**src/rtl/toggle_cover_pkg.sv**
```systemverilog
// Shared types and helpers for the toggle-coverage sampler.
// Optional feature macro (see top): TOGGLE_COVER_ONESHOT_EN.
package toggle_cover_pkg;

  typedef enum logic [1:0] {
    PRIME  = 2'd0,
    SETTLE = 2'd1,
    ARMED  = 2'd2
  } state_t;

  localparam int SETTLE_CYCLES_DEF = 4;

  // Cover point numbering: rise of bit i at 2*i, fall at 2*i+1.
  function automatic int pt_idx(input int bit_i, input logic is_fall);
    return 2 * bit_i + (is_fall ? 1 : 0);
  endfunction

  // Settle counter width, never narrower than one bit.
  function automatic int settle_cnt_w(input int settle_cycles);
    return (settle_cycles < 1) ? 1 : $clog2(settle_cycles + 1);
  endfunction

endpackage

```
**src/rtl/toggle_cover_sampler_if.sv**
```systemverilog
// Monitored-signal and coverage-output bundle for toggle_cover_sampler.
interface toggle_cover_sampler_if #(
  parameter int SIG_W = 21,
  parameter int CNT_W = 16
);
  logic               en;
  logic               clear;
  logic [SIG_W-1:0]   sig;
  logic [2*SIG_W-1:0] valid;
  logic               armed;
  logic [CNT_W-1:0]   hit_count;

  modport master (
    output en, clear, sig,
    input  valid, armed, hit_count
  );

  modport slave (
    input  en, clear, sig,
    output valid, armed, hit_count
  );
endinterface

```
**src/rtl/toggle_popcount.sv**
```systemverilog
// Combinational population count of an N-bit vector.
module toggle_popcount #(
  parameter int N = 42,
  parameter int W = $clog2(N + 1)
) (
  input  logic [N-1:0] bits,
  output logic [W-1:0] count
);

  always_comb begin
    count = '0;
    for (int i = 0; i < N; i++) begin
      count = count + W'(bits[i]);
    end
  end

endmodule

```
**src/rtl/toggle_cover_sampler.sv**
```systemverilog
// Per-bit rise/fall detector producing registered cover-point valids and a saturating hit count.
// Define TOGGLE_COVER_ONESHOT_EN to make each cover point report at most once until clear.
module toggle_cover_sampler
  import toggle_cover_pkg::*;
#(
  parameter int SIG_W         = 21,
  parameter int SETTLE_CYCLES = SETTLE_CYCLES_DEF,
  parameter int CNT_W         = 16
) (
  input logic             clock,
  input logic             reset,
  toggle_cover_sampler_if.slave bus
);

  localparam int NPTS  = 2 * SIG_W;
  localparam int PW    = $clog2(NPTS + 1);
  localparam int SCW   = settle_cnt_w(SETTLE_CYCLES);
  localparam int SUM_W = ((CNT_W > PW) ? CNT_W : PW) + 1;
  localparam logic [SCW-1:0]   SETTLE_LAST = SCW'((SETTLE_CYCLES == 0) ? 0 : SETTLE_CYCLES - 1);
  localparam logic [CNT_W-1:0] CNT_MAX     = '1;

  state_t            state;
  state_t            state_next;
  logic [SCW-1:0]    settle_cnt;
  logic [SCW-1:0]    settle_cnt_next;
  logic [SIG_W-1:0]  prev_q;
  logic [NPTS-1:0]   events;
  logic [NPTS-1:0]   mask;
  logic [NPTS-1:0]   valid_next;
  logic [NPTS-1:0]   valid_q;
  logic [PW-1:0]     pop;
  logic [SUM_W-1:0]  sum;
  logic [CNT_W-1:0]  hit_sat;
  logic [CNT_W-1:0]  hit_q;

  always_comb begin
    events = '0;
    for (int i = 0; i < SIG_W; i++) begin
      events[pt_idx(i, 1'b0)] = bus.sig[i] & ~prev_q[i];
      events[pt_idx(i, 1'b1)] = ~bus.sig[i] & prev_q[i];
    end
  end

  always_comb begin
    state_next      = state;
    settle_cnt_next = settle_cnt;
    case (state)
      PRIME: begin
        settle_cnt_next = '0;
        state_next      = (SETTLE_CYCLES == 0) ? ARMED : SETTLE;
      end
      SETTLE: begin
        if (settle_cnt == SETTLE_LAST) begin
          state_next = ARMED;
        end else begin
          settle_cnt_next = settle_cnt + SCW'(1);
        end
      end
      ARMED:   state_next = ARMED;
      default: state_next = PRIME;
    endcase
  end

  assign valid_next = (state == ARMED && bus.en) ? (events & ~mask) : '0;

  toggle_popcount #(.N(NPTS), .W(PW)) u_popcount (
    .bits  (valid_next),
    .count (pop)
  );

  // Widened sum so the saturation test never sees a wrapped value.
  always_comb begin
    sum     = SUM_W'(hit_q) + SUM_W'(pop);
    hit_sat = (sum > SUM_W'(CNT_MAX)) ? CNT_MAX : sum[CNT_W-1:0];
  end

  always_ff @(posedge clock or posedge reset) begin
    if (reset) begin
      state      <= PRIME;
      settle_cnt <= '0;
      prev_q     <= '0;
      valid_q    <= '0;
      hit_q      <= '0;
    end else begin
      state      <= state_next;
      settle_cnt <= settle_cnt_next;
      prev_q     <= bus.sig;
      valid_q    <= valid_next;
      hit_q      <= bus.clear ? '0 : hit_sat;
    end
  end

`ifdef TOGGLE_COVER_ONESHOT_EN
  // Sticky record of reported points; clear wins over same-cycle hits.
  always_ff @(posedge clock or posedge reset) begin
    if (reset) begin
      mask <= '0;
    end else if (bus.clear) begin
      mask <= '0;
    end else begin
      mask <= mask | valid_next;
    end
  end
`else
  assign mask = '0;
`endif

  assign bus.valid     = valid_q;
  assign bus.armed     = (state == ARMED);
  assign bus.hit_count = hit_q;

endmodule

```
**src/flat_wrapper.sv**
```systemverilog
// flat-port wrapper written by rule: the top's interface ports become plain ports
module toggle_cover_sampler_flat import toggle_cover_pkg::*;
#(
  parameter int SIG_W         = 21,
  parameter int SETTLE_CYCLES = SETTLE_CYCLES_DEF,
  parameter int CNT_W         = 16
)
  (clock, reset, bus_en, bus_clear, bus_sig, bus_valid, bus_armed, bus_hit_count);
  toggle_cover_sampler_if #(.SIG_W(SIG_W), .CNT_W(CNT_W)) bus_i ();
  input logic clock;
  input logic reset;
  input wire logic [$bits(bus_i.en)-1:0] bus_en;
  input wire logic [$bits(bus_i.clear)-1:0] bus_clear;
  input wire logic [$bits(bus_i.sig)-1:0] bus_sig;
  output wire logic [$bits(bus_i.valid)-1:0] bus_valid;
  output wire logic [$bits(bus_i.armed)-1:0] bus_armed;
  output wire logic [$bits(bus_i.hit_count)-1:0] bus_hit_count;
  assign bus_i.en = bus_en;
  assign bus_i.clear = bus_clear;
  assign bus_i.sig = bus_sig;
  assign bus_valid = bus_i.valid;
  assign bus_armed = bus_i.armed;
  assign bus_hit_count = bus_i.hit_count;
  toggle_cover_sampler #(.SIG_W(SIG_W), .SETTLE_CYCLES(SETTLE_CYCLES), .CNT_W(CNT_W)) u_core (.clock(clock), .reset(reset), .bus(bus_i));
endmodule
```
**config.mk**
```make
export PLATFORM = sky130hd
export DESIGN_NAME = toggle_cover_sampler_flat
export DESIGN_NICKNAME = d
export VERILOG_FILES = /design/src/rtl/toggle_cover_pkg.sv /design/src/rtl/toggle_cover_sampler_if.sv /design/src/rtl/toggle_popcount.sv /design/src/rtl/toggle_cover_sampler.sv /design/src/flat_wrapper.sv
export SDC_FILE = /design/constraint.sdc
export NUM_CORES = 1
export LEC_CHECK = 0
export BUFFER_PORTS_ARGS = -buffer_cell sky130_fd_sc_hd__buf_2
export CAP_MARGIN = 20
export CORE_UTILIZATION = 50
export CTS_CLUSTER_DIAMETER = 50
export DETAILED_ROUTE_END_ITERATION = 8
export PLACE_DENSITY_LB_ADDON = 0.08
export SLEW_MARGIN = 20
export SYNTH_ARGS = -nofsm -noshare
export SYNTH_HDL_FRONTEND = slang
export SYNTH_SLANG_ARGS = --single-unit
```
**constraint.sdc**
```tcl
create_clock -name clock -period 13.6 [get_ports clock]
set_clock_uncertainty 0.15 [all_clocks]
set_input_delay 2.04 -clock clock [delete_from_list [all_inputs] [get_ports clock]]
set_output_delay 2.04 -clock clock [all_outputs]
set_load 0.005 [all_outputs]
```
# Yosys cells after proc, flatten, opt, wreduce, memory -nomap -nowiden

Cells that the tools add are included.

Bits of input ports: 25
Bits in registers: 84
Output and inout port bits: 59

$add $sub $neg: 43
Equal/unequal tests: 5
Reduce and logical (&&, ||, !) cells: 4
Bitwise logic cells: 84
Muxes and demuxes: 7
Magnitude comparators: 1

Operator list:

| kind                                                                    | number |
|---|---|
| 6-bit by 1-bit adder with 6-bit output                                  | 36 |
| 1-bit AND                                                               | 42 |
| 42-bit two-way mux                                                      | 1 |
| 1-bit inverter                                                          | 42 |
| 16-bit two-way mux                                                      | 2 |
| 16-bit by 6-bit adder with 17-bit output                                | 1 |
| 17-bit by 16-bit > comparator with 1-bit output (second input constant) | 1 |
| 5-bit by 1-bit adder with 6-bit output                                  | 1 |
| 2-bit case mux with 3 select lines                                      | 1 |
| 3-bit case mux with 2 select lines                                      | 1 |
| 4-bit by 1-bit adder with 5-bit output                                  | 1 |
| 3-bit by 1-bit adder with 4-bit output                                  | 1 |
| 2-bit by 1-bit adder with 3-bit output                                  | 1 |
| 3-bit by 1-bit adder with 3-bit output (second input constant)          | 1 |
| 3-bit by 2-bit equality test with 1-bit output (second input constant)  | 1 |
| 3-bit two-way mux                                                       | 1 |
| 1-bit by 1-bit adder with 2-bit output                                  | 1 |
| 2-bit by 1-bit equality test with 1-bit output (second input constant)  | 1 |
| 2-bit equality test (second input constant)                             | 1 |
| 2-bit zero test                                                         | 1 |
| 2-bit two-way mux                                                       | 1 |
| 2-bit by 1-bit != test with 1-bit output (second input constant)        | 1 |
| 2-bit != test (second input constant)                                   | 1 |
| 2-bit AND reduction                                                     | 1 |
| 2 further kinds                                                         | 2 |

# Depth between registers and ports, before layout

Gate-level depths: netlist of the first run.

Word-level depth: 48
Mapped depth: 25
Gate-level depth less buffers: 23

# By module

From an unflattened synthesis of the first run, not the netlist that was laid out.

Cells, all modules: 337
Area total of the unflattened synthesis: 4217.8 um^2

By module, submodules not included:

| module               | area each (um^2) | instances | seq. area each (um^2) | cells an instance |
|---|---|---|---|---|
| toggle_cover_sampler | 3191.8           | 1         | 2102.0                | 239 |
| toggle_popcount      | 1026.0           | 1         | 0.0                   | 98 |

# Worst setup path before layout of the first run

No wires, ideal clock.

Path kind: input to register
Start point: input port bus_en
End point: register u_core.hit_q[15] (netlist: u_core.bus.hit_count[15])
Setup time: 0.125 ns
Required time: 13.325 ns
Data arrival time: 8.040 ns
Path slack: 5.285 ns
Cell stages on the path: 22
Path through: and2_1 -> clkbuf_1 -> clkbuf_1 -> nand3b_1 -> fa_1 -> inv_1 -> fa_1 -> inv_1 -> fa_1 -> fa_1 -> fa_1 -> fa_1 -> fa_1 -> fa_1 -> inv_1 -> fa_1 -> a211oi_1 -> o21ai_1 -> o211ai_1 -> buf_4 -> a21oi_1 -> mux2_2

Cells in the longest elaborated chain, start to end: 47

RTL lines:

| element                                              | line                       | text |
|---|---|---|
| from (decl)                                          | flat_wrapper.sv:12         | `input wire logic [$bits(bus_i.en)-1:0] bus_en;` |
| 1-bit logical AND (*)                                | toggle_cover_sampler.sv:64 | `assign valid_next = (state == ARMED && bus.en) ? (events & ~mask) : '0;` |
| 42-bit two-way mux (*)                               | toggle_cover_sampler.sv:64 |  |
| 1-bit by 1-bit adder with 2-bit output               | toggle_popcount.sv:13      | `count = count + W'(bits[i]);` |
| 2-bit by 1-bit adder with 3-bit output               | toggle_popcount.sv:13      |  |
| 3-bit by 1-bit adder with 4-bit output               | toggle_popcount.sv:13      |  |
| 4-bit by 1-bit adder with 5-bit output               | toggle_popcount.sv:13      |  |
| 5-bit by 1-bit adder with 6-bit output               | toggle_popcount.sv:13      |  |
| 6-bit by 1-bit adder with 6-bit output (35 in a row) | toggle_popcount.sv:13      |  |
| 6-bit by 1-bit adder with 6-bit output (*)           | toggle_popcount.sv:13      |  |
| 16-bit by 6-bit adder with 17-bit output (*)         | toggle_cover_sampler.sv:73 | `sum = SUM_W'(hit_q) + SUM_W'(pop);` |
| 17-bit by 16-bit > comparator with 1-bit output      | toggle_cover_sampler.sv:74 | `hit_sat = (sum > SUM_W'(CNT_MAX)) ? CNT_MAX : sum[CNT_W-1:0];` |
| 16-bit two-way mux (*)                               | toggle_cover_sampler.sv:74 |  |
| 16-bit two-way mux (*)                               | toggle_cover_sampler.sv:89 | `hit_q <= bus.clear ? '0 : hit_sat;` |
| to (signal assigned)                                 | toggle_cover_sampler.sv:89 |  |
| to (decl)                                            | toggle_cover_sampler.sv:34 | `logic [CNT_W-1:0] hit_q;` |

Every way passes the cells marked *; elsewhere a longest branch is shown, timed or not.
A chain may end at the register's enable or synchronous reset.

# Worst setup path in the final report of the first run

Same ends and word-level chain as after synthesis.

==> metrics.md, run 1 <==
| Metric | Value |
|---|---|
| Place WS | `4.27 ns` |
| EDFF count, synth | `0` |
| Sequential-to-total area share from yosys stat | `48.1%` |
| H-Tree Depth | `3` |
| Estimated wirelength of the detail-placed design | `approximately 6400 um` |
| Hold Slack | `roughly 0.3 ns` |
| Core Region | `8340 sq um` |
| Placed cell areas | `4890 sq um` |
| Max frequency | `111 MHz` |
| Routability cong. | `around 0.84` |
| CTS resizes | `0` |
| LEAKAGE | `2.84 nW` |
| Post-synth top area share | `between 40% and 50%` |
| Grt met3 use | `5.42%` |
| Worst slew margin | `about a third` |
| Area of the die | `just over 9000 sq um` |
| Global Route Usage Sum | `20.6%` |
| Final Setup Violations | `0` |
| Top cell type by total area after synthesis | `dfrtp_1` |
| Die extent in y | `95.5 um` |
| R2r setup slk | `5.62 ns` |
| RSZ-0062 raised after global routing | `no` |
| Mapped Area | `4370 sq um` |
| Skew-Pair Late Insertion Delay | `0.35 ns` |
| Setup Buffers After CTS | `0` |
| Met1 usage | `27.3%` |
| FFs w/ async S/R, synth | `100%` |
| Antenna Cells | `0` |
| Final TNS setup | `0 ns` |
| Status | `finished, final reports clean` |
| First-pass GRT wire length | `between 10,000 and 15,000 um` |
| Mean post-synth cell area | `12.0 sq um` |
| Post-Synth Adder-Cell Area | `23.5%` |
| Syn Nets | `450` |
| Initial Utilization | `52.4%` |
| Final nets | `~540` |
| Worst setup margin | `4.58 ns` |
| Power Dens Cells | `160 nW/um^2` |
| Cts hold-fix bufs | `0` |
| Slew Limit Fails | `0` |
| Post-DRT Antenna Nets | `0` |
| Synthesized flop and latch total | `84` |
| Initial antenna violation count | `0` |
| Final Cell Area | `5110 sq um` |
| Main area contributors after synthesis | `dfrtp_1 (48%), fa_1 (16%), ha_1 (7.4%)` |
| Fin crit period | `roughly 9 ns` |
| Post-synthesis xor/xnor area fraction | `around 1.0%` |
| DRT iter0 DRCs | `43` |
| WP data arrival | `9.12 ns` |
| Worst slew pin tran | `1.02 ns` |
| First-pass DRT Iterations | `6` |
| CTS tree | `done` |
| Vias post-DR | `2,894` |
| Critical path launch point type | `primary input` |
| VDD IR max | `0.123 mV` |
| Die X | `95.5 um` |
| Overall routed net length | `8300 um` |
| Synth Area in Compound Gates | `under 10%` |
| Cts bufs inserted | `9` |
| Root Driver | `clkbuf_8` |
| Largest family of logic cells by synthesized area | `adder cells` |
| Yosys warns | `0` |
| FILL cells | `718` |
| Clk sinks | `84` |
| Vias in the first global route | `around 2.9k` |
| Synth Area in Simple Gates | `12.5%` |
| Via/cell ratio | `5.16` |
| Rows | `33` |
| Area Growth Syn to Fin | `17.1%` |
| CP endpoint kind | `flop` |
| Buffers added on ports | `a little over 80` |
| Multiplexer share of the synthesized area | `0.716%` |
| Maxcap violations | `0` |
| Crit path kind | `primary input to flop` |
| Main flop type after synthesis | `dfrtp_1` |
| Layout cells sized above 1 | `22.8%` |
| Remaining global-route overflow | `0` |
| Detailed-route DRC error count | `0` |
| Crit path required time | `~14 ns` |
| Kind of path behind the tightest hold check | `flop to flop` |
| Clock Path Buffers | `2` |
| GRT Max-Usage Layer | `met2` |
| Hold Vio Cnt, Final | `0` |
| Final worst path period share | `66.3%` |
| M2 GR Usage | `between 30% and 40%` |
| Synthesized instance count | `roughly 360` |
| Synth cell types | `39` |
| Top-level I/O count | `84` |
| CTS clk-pin slew, worst paths | `0.09 ns` |
| Pin count of the biggest net entering global routing | `85` |
| Wire length per cell | `14.8 um` |
| Maximum fanout along the worst path | `28` |
-- per-stage QoR --
step	utilization, %	power (mW)	std cells
final	61.3	0.818	561
after CTS	61.3	0.834	561
after global routing	61.3	0.894	561
after detailed placement	58.6	0.630	545
after floorplan	-	0.551	364
after global placement	58.6	0.631	545
-- cells by family after synthesis --
| kind of cell | after synthesis |
|---|---|
| and+or+nand+nor | 88 |
| adders and majority gates | 61 |
| AOI/OAI and AO/OA | 48 |
| muxes | 3 |
| DFF | 84 |
| buffers and inverters | 75 |
| xor gates and xnor gates | 5 |
-- state kept, by name, summed over array words and instances (netlist names) --
| register | count |
|---|---|
| u_core.settle_cnt | 3 |
| u_core.bus.valid | 42 |
| u_core.bus.hit_count | 16 |
| u_core.prev_q | 21 |
| u_core.state | 2 |
-- worst max-delay path, stage by stage --
cell and delay [ns]:
buf_2 0.09, and2_1 0.80, nand3b_1 0.30, fa_1 0.63, fa_1 0.46, fa_1 0.55, fa_1 0.44, fa_1 0.53
fa_1 0.44, fa_1 0.52, fa_1 0.21, inv_1 0.06, fa_1 0.42, a211oi_1 0.30, o21ai_1 0.19, o211ai_1 0.71
a21oi_1 0.14, mux2_2 0.28
-- routing by layer --
layer	share of wire [%]	vias to the layer above
met2	49	72
met1	44	1433
li1	-	1375
met5	0	-
met4	1.8	0
met3	4.8	14
-- cell usage in the layout, fill, tap and decap left out, types with 9 or more instances in the layout --
| cell type | instances |
|---|---|
| a21oi_1 | 19 |
| buf_2 | 83 |
| clkbuf_8 | 9 |
| dfrtp_1 | 84 |
| fa_1 | 35 |
| ha_1 | 26 |
| inv_1 | 66 |
| nand2_1 | 16 |
| nand3b_1 | 28 |
| nor3_1 | 9 |
| nor3b_1 | 14 |
-- power by group --
part,total [mW],internal (mW),switching [mW]
combinational,0.351,0.157,0.194
sequential,0.271,0.266,0.00542
clock,0.197,0.105,0.0914
total,0.818,0.528,0.291
-- path summary, 6_finish.rpt --
kind,depth (start not counted),from,to
max in group asynchronous,3,reset,u_core.bus.hit_count[1]$_DFF_PP0_
worst max-delay path,18,bus_en,u_core.bus.hit_count[15]$_DFF_PP0_
worst min register to register,1,u_core.prev_q[15]$_DFF_PP0_,u_core.bus.valid[30]$_DFF_PP0_
worst min-delay path,1,u_core.prev_q[15]$_DFF_PP0_,u_core.bus.valid[30]$_DFF_PP0_
worst max register to register,19,u_core.state[0]$_DFFE_PP0P_,u_core.bus.hit_count[15]$_DFF_PP0_
min in group asynchronous,3,reset,u_core.bus.hit_count[8]$_DFF_PP0_
-- cell usage after synthesis, types with 4 or more instances --
cell type	instances
nor3_1	9
nor3b_1	14
a21oi_1	19
fa_1	35
ha_1	26
a21o_1	4
clkbuf_1	5
nand2_1	16
nand3b_1	28
o21ai_0	6
and2_1	6
inv_1	67
dfrtp_1	84
xnor2_1	4
a311oi_1	4
-- layout make-up --
class | count | area, sq um | area share, %
inverter | 67 | 253 | 4.94
timing repair buffer | 84 | 427 | 8.35
clock buffer | 10 | 128 | 2.50
sequential | 84 | 2100 | 41.1
tap | 105 | 131 | 2.57
clock inverter | 6 | 93.8 | 1.84
multi-input combinational | 205 | 1980 | 38.7
(Power assumes the default switching activity.)
==> inputs of run 2 (changes only) <==
==> constraint.sdc (replaced) <==
create_clock -name clock -period 7.9 [get_ports clock]
set_clock_uncertainty 0.15 [all_clocks]
set_input_delay 1.185 -clock clock [delete_from_list [all_inputs] [get_ports clock]]
set_output_delay 1.185 -clock clock [all_outputs]
set_load 0.005 [all_outputs]
==> run 2 against run 1 <==
  * Hold slack worse by 0.012 ns
  * Flip-flop and latch count is the same
  * Final area about the same
  * Via count decreased by 0.76%
  * Total power up 64%
  * Non-clock buffer count grew 4
  * Register-to-register slack got worse by 4.8 ns
  * First-iteration DRC count rose by 120%
  * Critical path depth rose by 2
  * Core utilization barely moved
  * Critical path type unchanged
  * Critical endpoint unchanged
==> metrics.md, run 2 (same netlist as run 1, synthesis figures left out) <==
| Metric | Value |
|---|---|
| Status | `finished, final reports clean` |
| Worst setup margin | `0.598 ns` |
| DP Cell Count | `549` |
| Initial antenna violation count | `0` |
| Crit path required time | `7.99 ns` |
| Pin count of the biggest net entering global routing | `85` |
| R2r setup slk | `just over 0.8 ns` |
| Final nets | `541` |
| Clk sinks | `84` |
| Crit path kind | `primary input to flop` |
| LEAKAGE | `2.84 nW` |
| Critical path launch point type | `primary input` |
| Max frequency | `137 MHz` |
| Buffers added on ports | `83` |
| Skew-Pair Late Insertion Delay | `0.35 ns` |
| Rows | `33` |
| First-pass DRT Iterations | `4` |
| Final Instance Count excl. Fillers | `565` |
| Die X | `approximately 95 um` |
| Antenna Cells | `0` |
| RSZ-0062 raised after global routing | `no` |
| Area Growth Syn to Fin | `17.0%` |
| Largest register FFs | `between 40 and 50` |
| Final TNS setup | `0 ns` |
| Detailed-route DRC error count | `0` |
| Cts bufs inserted | `9` |
| Final Setup Violations | `0` |
| Place WS | `0.229 ns` |
| H-Tree Depth | `3` |
| Most common cell after layout, fill and taps aside | `dfrtp_1` |
| Maxcap violations | `0` |
| Die extent in y | `95.5 um` |
| VDD IR max | `0.203 mV` |
| First-pass GRT wire length | `approximately 14,000 um` |
| Routability cong. | `0.847` |
| Vias post-DR | `2,872` |
| Fin crit period | `7.30 ns` |
| WP data arrival | `7.40 ns` |
| Most frequent cells in the layout | `dfrtp_1 (84), buf_2 (83), inv_1 (66)` |
| CP endpoint kind | `flop` |
| Setup Buffers After CTS | `0` |
| Estimated wirelength of the detail-placed design | `~6300 um` |
| Maximum fanout along the worst path | `14` |
| Cts hold-fix bufs | `0` |
| Kind of path behind the tightest hold check | `flop to flop` |
| Remaining global-route overflow | `0` |
| Worst slew margin | `50.7%` |
| DRT iter0 DRCs | `93` |
| Power Dens Cells | `263 nW/um^2` |
| Root Driver | `clkbuf_8` |
| CTS clk-pin slew, worst paths | `0.09 ns` |
| CTS resizes | `0` |
| Worst slew pin tran | `around 0.74 ns` |
| Layout cells sized above 1 | `23.5%` |
| Vias in the first global route | `around 2.8k` |
| Core Region | `8340 sq um` |
| CTS tree | `done` |
| Global Route Usage Sum | `20.1%` |
| Hold Vio Cnt, Final | `0` |
| Post-DRT Antenna Nets | `0` |
| Slew Limit Fails | `0` |
| Wire length per cell | `14.2 um` |
| Initial Utilization | `52.4%` |
| Overall routed net length | `8050 um` |
| Top-level I/O count | `84` |
| Via/cell ratio | `5.08` |
| Clock Path Buffers | `2` |
| Final worst path period share | `between 90% and 100%` |
| Area of the die | `9110 sq um` |
[run 2: path summary, 6_finish.rpt]
kind | start | end | cells past startpoint
worst max-delay path | bus_en | u_core.bus.hit_count[15]$_DFF_PP0_ | 20
min in group asynchronous | reset | u_core.settle_cnt[0]$_DFFE_PP0P_ | 3
max in group asynchronous | reset | u_core.prev_q[6]$_DFF_PP0_ | 3
worst min register to register | u_core.prev_q[6]$_DFF_PP0_ | u_core.bus.valid[12]$_DFF_PP0_ | 1
worst min-delay path | u_core.prev_q[6]$_DFF_PP0_ | u_core.bus.valid[12]$_DFF_PP0_ | 1
worst max register to register | u_core.state[0]$_DFFE_PP0P_ | u_core.bus.hit_count[15]$_DFF_PP0_ | 21
[run 2: per-layer routing]
metal / part of all wire (%) / GRT usage, % / up-vias
met5: 0 / 0 / -
met4: 1.2 / 6.34 / 0
met3: 4.6 / 4.07 / 11
met2: 50 / 32.0 / 64
met1: 44 / 27.7 / 1416
li1: - / - / 1381
[run 2: through the flow]
step	cell area, sq um	hold slack [ns]	util (%)	power (mW)
after floorplan	4370	0.269	-	0.948
after global placement	4930	0.286	59.1	1.08
after detailed placement	4930	0.293	59.1	1.09
after CTS	5110	0.299	61.2	1.37
after global routing	5110	0.309	61.3	1.48
final	5110	0.295	61.3	1.35
[run 2: layout make-up]
| type | instances | area (sq um) |
|---|---|---|
| inverters | 67 | 253 |
| clock inverters | 6 | 48.8 |
| fillers | 699 | 3230 |
| repair buffers | 88 | 469 |
| well taps | 105 | 131 |
| clock buffers | 10 | 128 |
| flip-flops and latches | 84 | 2100 |
| multi-input cells | 205 | 1980 |
[run 2: power breakdown]
part / internal, mW / total (mW) / switching, mW
registers: 0.458 / 0.467 / 0.00972
logic: 0.272 / 0.602 / 0.330
clock network: 0.118 / 0.277 / 0.159
[run 2: worst max-delay path: stages]
cell and delay, ns:
buf_2 0.09, nand2_1 0.05, buf_4 0.19, nor3b_1 0.40, fa_1 0.50, inv_1 0.08, fa_1 0.45, fa_1 0.56
fa_1 0.45, fa_1 0.53, fa_1 0.43, fa_1 0.51, fa_1 0.20, inv_1 0.07, fa_1 0.42, a211oi_1 0.29
o21ai_1 0.20, o211ai_1 0.41, a21oi_1 0.12, mux2_2 0.27
==> inputs of run 3 (changes only) <==
==> constraint.sdc (replaced) <==
create_clock -name clock -period 7.9 [get_ports clock]
set_clock_uncertainty 0.15 [all_clocks]
set_input_delay 0.395 -clock clock [delete_from_list [all_inputs] [get_ports clock]]
set_output_delay 0.395 -clock clock [all_outputs]
set_load 0.005 [all_outputs]
==> run 3 against run 2 <==
  * Die area did not move
  * Cell count rose by 1.6%
  * First-iteration DRC count fell by 5.4%
  * Fmax rose by 0.82%
  * Largest cell class unchanged
  * Flip-flop and latch count stayed put
  * Sequential power about the same
  * Global-route usage up 1.1 points
  * Sequential share of layout area shrank 0.82 points
==> metrics.md, run 3 (same netlist as run 1, synthesis figures left out) <==
| Metric | Value |
|---|---|
| Worst reg2reg path depth | `23` |
| Maximum fanout along the worst path | `28` |
| Skew-Pair Late Insertion Delay | `between 0.3 and 0.4 ns` |
| Global Route Usage Sum | `21.2%` |
| Wire length per cell | `~15 um` |
| Rows | `33` |
| Buffers added on ports | `83` |
| CP endpoint kind | `flop` |
| Via/cell ratio | `5.06` |
| Antenna Cells | `0` |
| Final worst path period share | `91.7%` |
| Largest register FFs | `42` |
| Post-DRT Antenna Nets | `0` |
| Final TNS setup | `0 ns` |
| Root Driver | `clkbuf_8` |
| CTS tree | `done` |
| Die X | `95.5 um` |
| Vias in the first global route | `2,946` |
| Kind of path behind the tightest hold check | `primary input to flop` |
| Crit path required time | `between 7 and 8 ns` |
| DRT iter0 DRCs | `88` |
| R2r startpoint | `u_core.state[0]$_DFFE_PP0P_` |
| WHS Endpoint | `u_core.prev_q[15]$_DFF_PP0_` |
| Vias post-DR | `2,907` |
| Slew Limit Fails | `0` |
| Reg2reg end | `u_core.bus.hit_count[7]$_DFF_PP0_` |
| CP Buf/Inv Count | `6` |
| Remaining global-route overflow | `0` |
| Clk sinks | `84` |
| Crit path kind | `flop to flop` |
| Hold Path Cell Cnt | `1` |
| CP max stage delay | `0.56 ns` |
| H-Tree Depth | `3` |
| Routability cong. | `0.827` |
| Cts bufs inserted | `9` |
| Cell mode on critical path | `fa_1` |
| R2r setup slk | `0.66 ns` |
| Fin crit period | `7.24 ns` |
| Worst slew pin tran | `approximately 0.75 ns` |
| Core Region | `about 8300 sq um` |
| Maxcap violations | `0` |
| Max frequency | `138 MHz` |
| RSZ-0062 raised after global routing | `no` |
| Most common cell after layout, fill and taps aside | `dfrtp_1` |
| Crit-path leading delay family | `adder cells` |
| Pin count of the biggest net entering global routing | `85` |
| Hold Vio Cnt, Final | `0` |
| Worst slew margin | `around half` |
| Final nets | `550` |
| Layout cells sized above 1 | `23.5%` |
| Most frequent cells in the layout | `dfrtp_1 (84), buf_2 (83), inv_1 (66)` |
| Power Dens Cells | `261 nW/um^2` |
| VDD IR max | `0.165 mV` |
| WP data arrival | `around 7.3 ns` |
| Initial antenna violation count | `0` |
| Hold Crit Start | `bus_sig[15]` |
| First-pass DRT Iterations | `4` |
| CTS clk-pin slew, worst paths | `0.09 ns` |
| Final Setup Violations | `0` |
| Clock Path Buffers | `2` |
| Top-level I/O count | `84` |
| Initial Utilization | `52.4%` |
| First-pass GRT wire length | `14,300 um` |
| Overall routed net length | `8440 um` |
| Area of the die | `about 9000 sq um` |
| Cell with the biggest individual delay on the critical path | `fa_1` |
| Status | `finished, final reports clean` |
| LEAKAGE | `2.88 nW` |
| Hold Slack | `roughly 0.019 ns` |
| Estimated wirelength of the detail-placed design | `6380 um` |
| Worst-path cell chain | `inv_1, ha_1, and2_1, buf_4, nand3b_1, fa_1, inv_1, fa_1, inv_1, fa_1, fa_1, fa_1, fa_1, fa_1, fa_1, inv_1, fa_1, a211oi_1, o21ai_1, o211ai_1, buf_4, nor4b_1, nor3_1` |
| Critical path launch point type | `flop` |
| Detailed-route DRC error count | `0` |
| Die extent in y | `95.5 um` |
| Area Growth Syn to Fin | `19.4%` |
run 3: changes by cell type in the layout (fill, tap and decap cells not counted), sizes merged:
cell / change
buf: -2
clkinv: +2
clkinvlp: -1
dlygate4sd3: +11
inv: -1
run 3: what timing repair did:
item / in CTS / in global routing
hold buffers: 10 / 1
hold endpoints to repair: 10 / 1
setup buffers: 0 / 0
endpoints found under the setup margin: 0 / 1
resized for setup: 0 / 3
run 3: area by class of cell:
cell class / count / area [sq um]
Clock buffer: 10 / 138
Clock inverter: 6 / 47.5
Inverter: 67 / 253
Fill cell: 689 / 3130
Tap cell: 105 / 131
Multi-Input combinational cell: 205 / 1990
Timing Repair Buffer: 97 / 552
Sequential cell: 84 / 2100
run 3: stage by stage:
step	power (mW)	area, sq um	util (%)	setup slack (ns)	std cells
floorplan	0.948	4370	-	0.977	364
global placement	1.08	4900	58.8	0.750	547
detailed placement	1.09	4900	58.8	0.540	547
CTS	1.38	5190	62.2	0.484	573
global route	1.49	5210	62.5	0.190	574
finish	1.36	5210	62.5	0.657	574
run 3: worst max path at each step:
stage                                start                                 end  slack, ns  cells past startpoint
4_1_cts        u_core.state[0]$_DFFE_PP0P_   u_core.bus.hit_count[7]$_DFF_PP0_       0.48                     21
3_3_place_gp   u_core.state[0]$_DFFE_PP0P_   u_core.bus.hit_count[7]$_DFF_PP0_       0.75                     21
6_report       u_core.state[0]$_DFFE_PP0P_   u_core.bus.hit_count[7]$_DFF_PP0_       0.66                     23
3_5_place_dp   u_core.state[0]$_DFFE_PP0P_   u_core.bus.hit_count[7]$_DFF_PP0_       0.54                     22
2_1_floorplan  u_core.state[0]$_DFFE_PP0P_  u_core.bus.hit_count[15]$_DFF_PP0_       0.98                     24
5_1_grt        u_core.state[0]$_DFFE_PP0P_   u_core.bus.hit_count[7]$_DFF_PP0_       0.19                     24
run 3: per-layer routing:
layer / global-route usage [%] / share of wire [%]
met2: 33.6 / 50
met3: 5.34 / 5.1
met1: 29.2 / 44
met5: 0 / 0
met4: 5.60 / 1.0
run 3: where the power goes:
| part | total [mW] | switching [mW] | internal (mW) | leakage [nW] |
|---|---|---|---|---|
| combinational | 0.603 | 0.330 | 0.273 | 1.70 |
| sequential | 0.467 | 0.00970 | 0.457 | 1.08 |
| clock | 0.289 | 0.164 | 0.125 | 0.0928 |
| total | 1.36 | 0.504 | 0.855 | 2.88 |
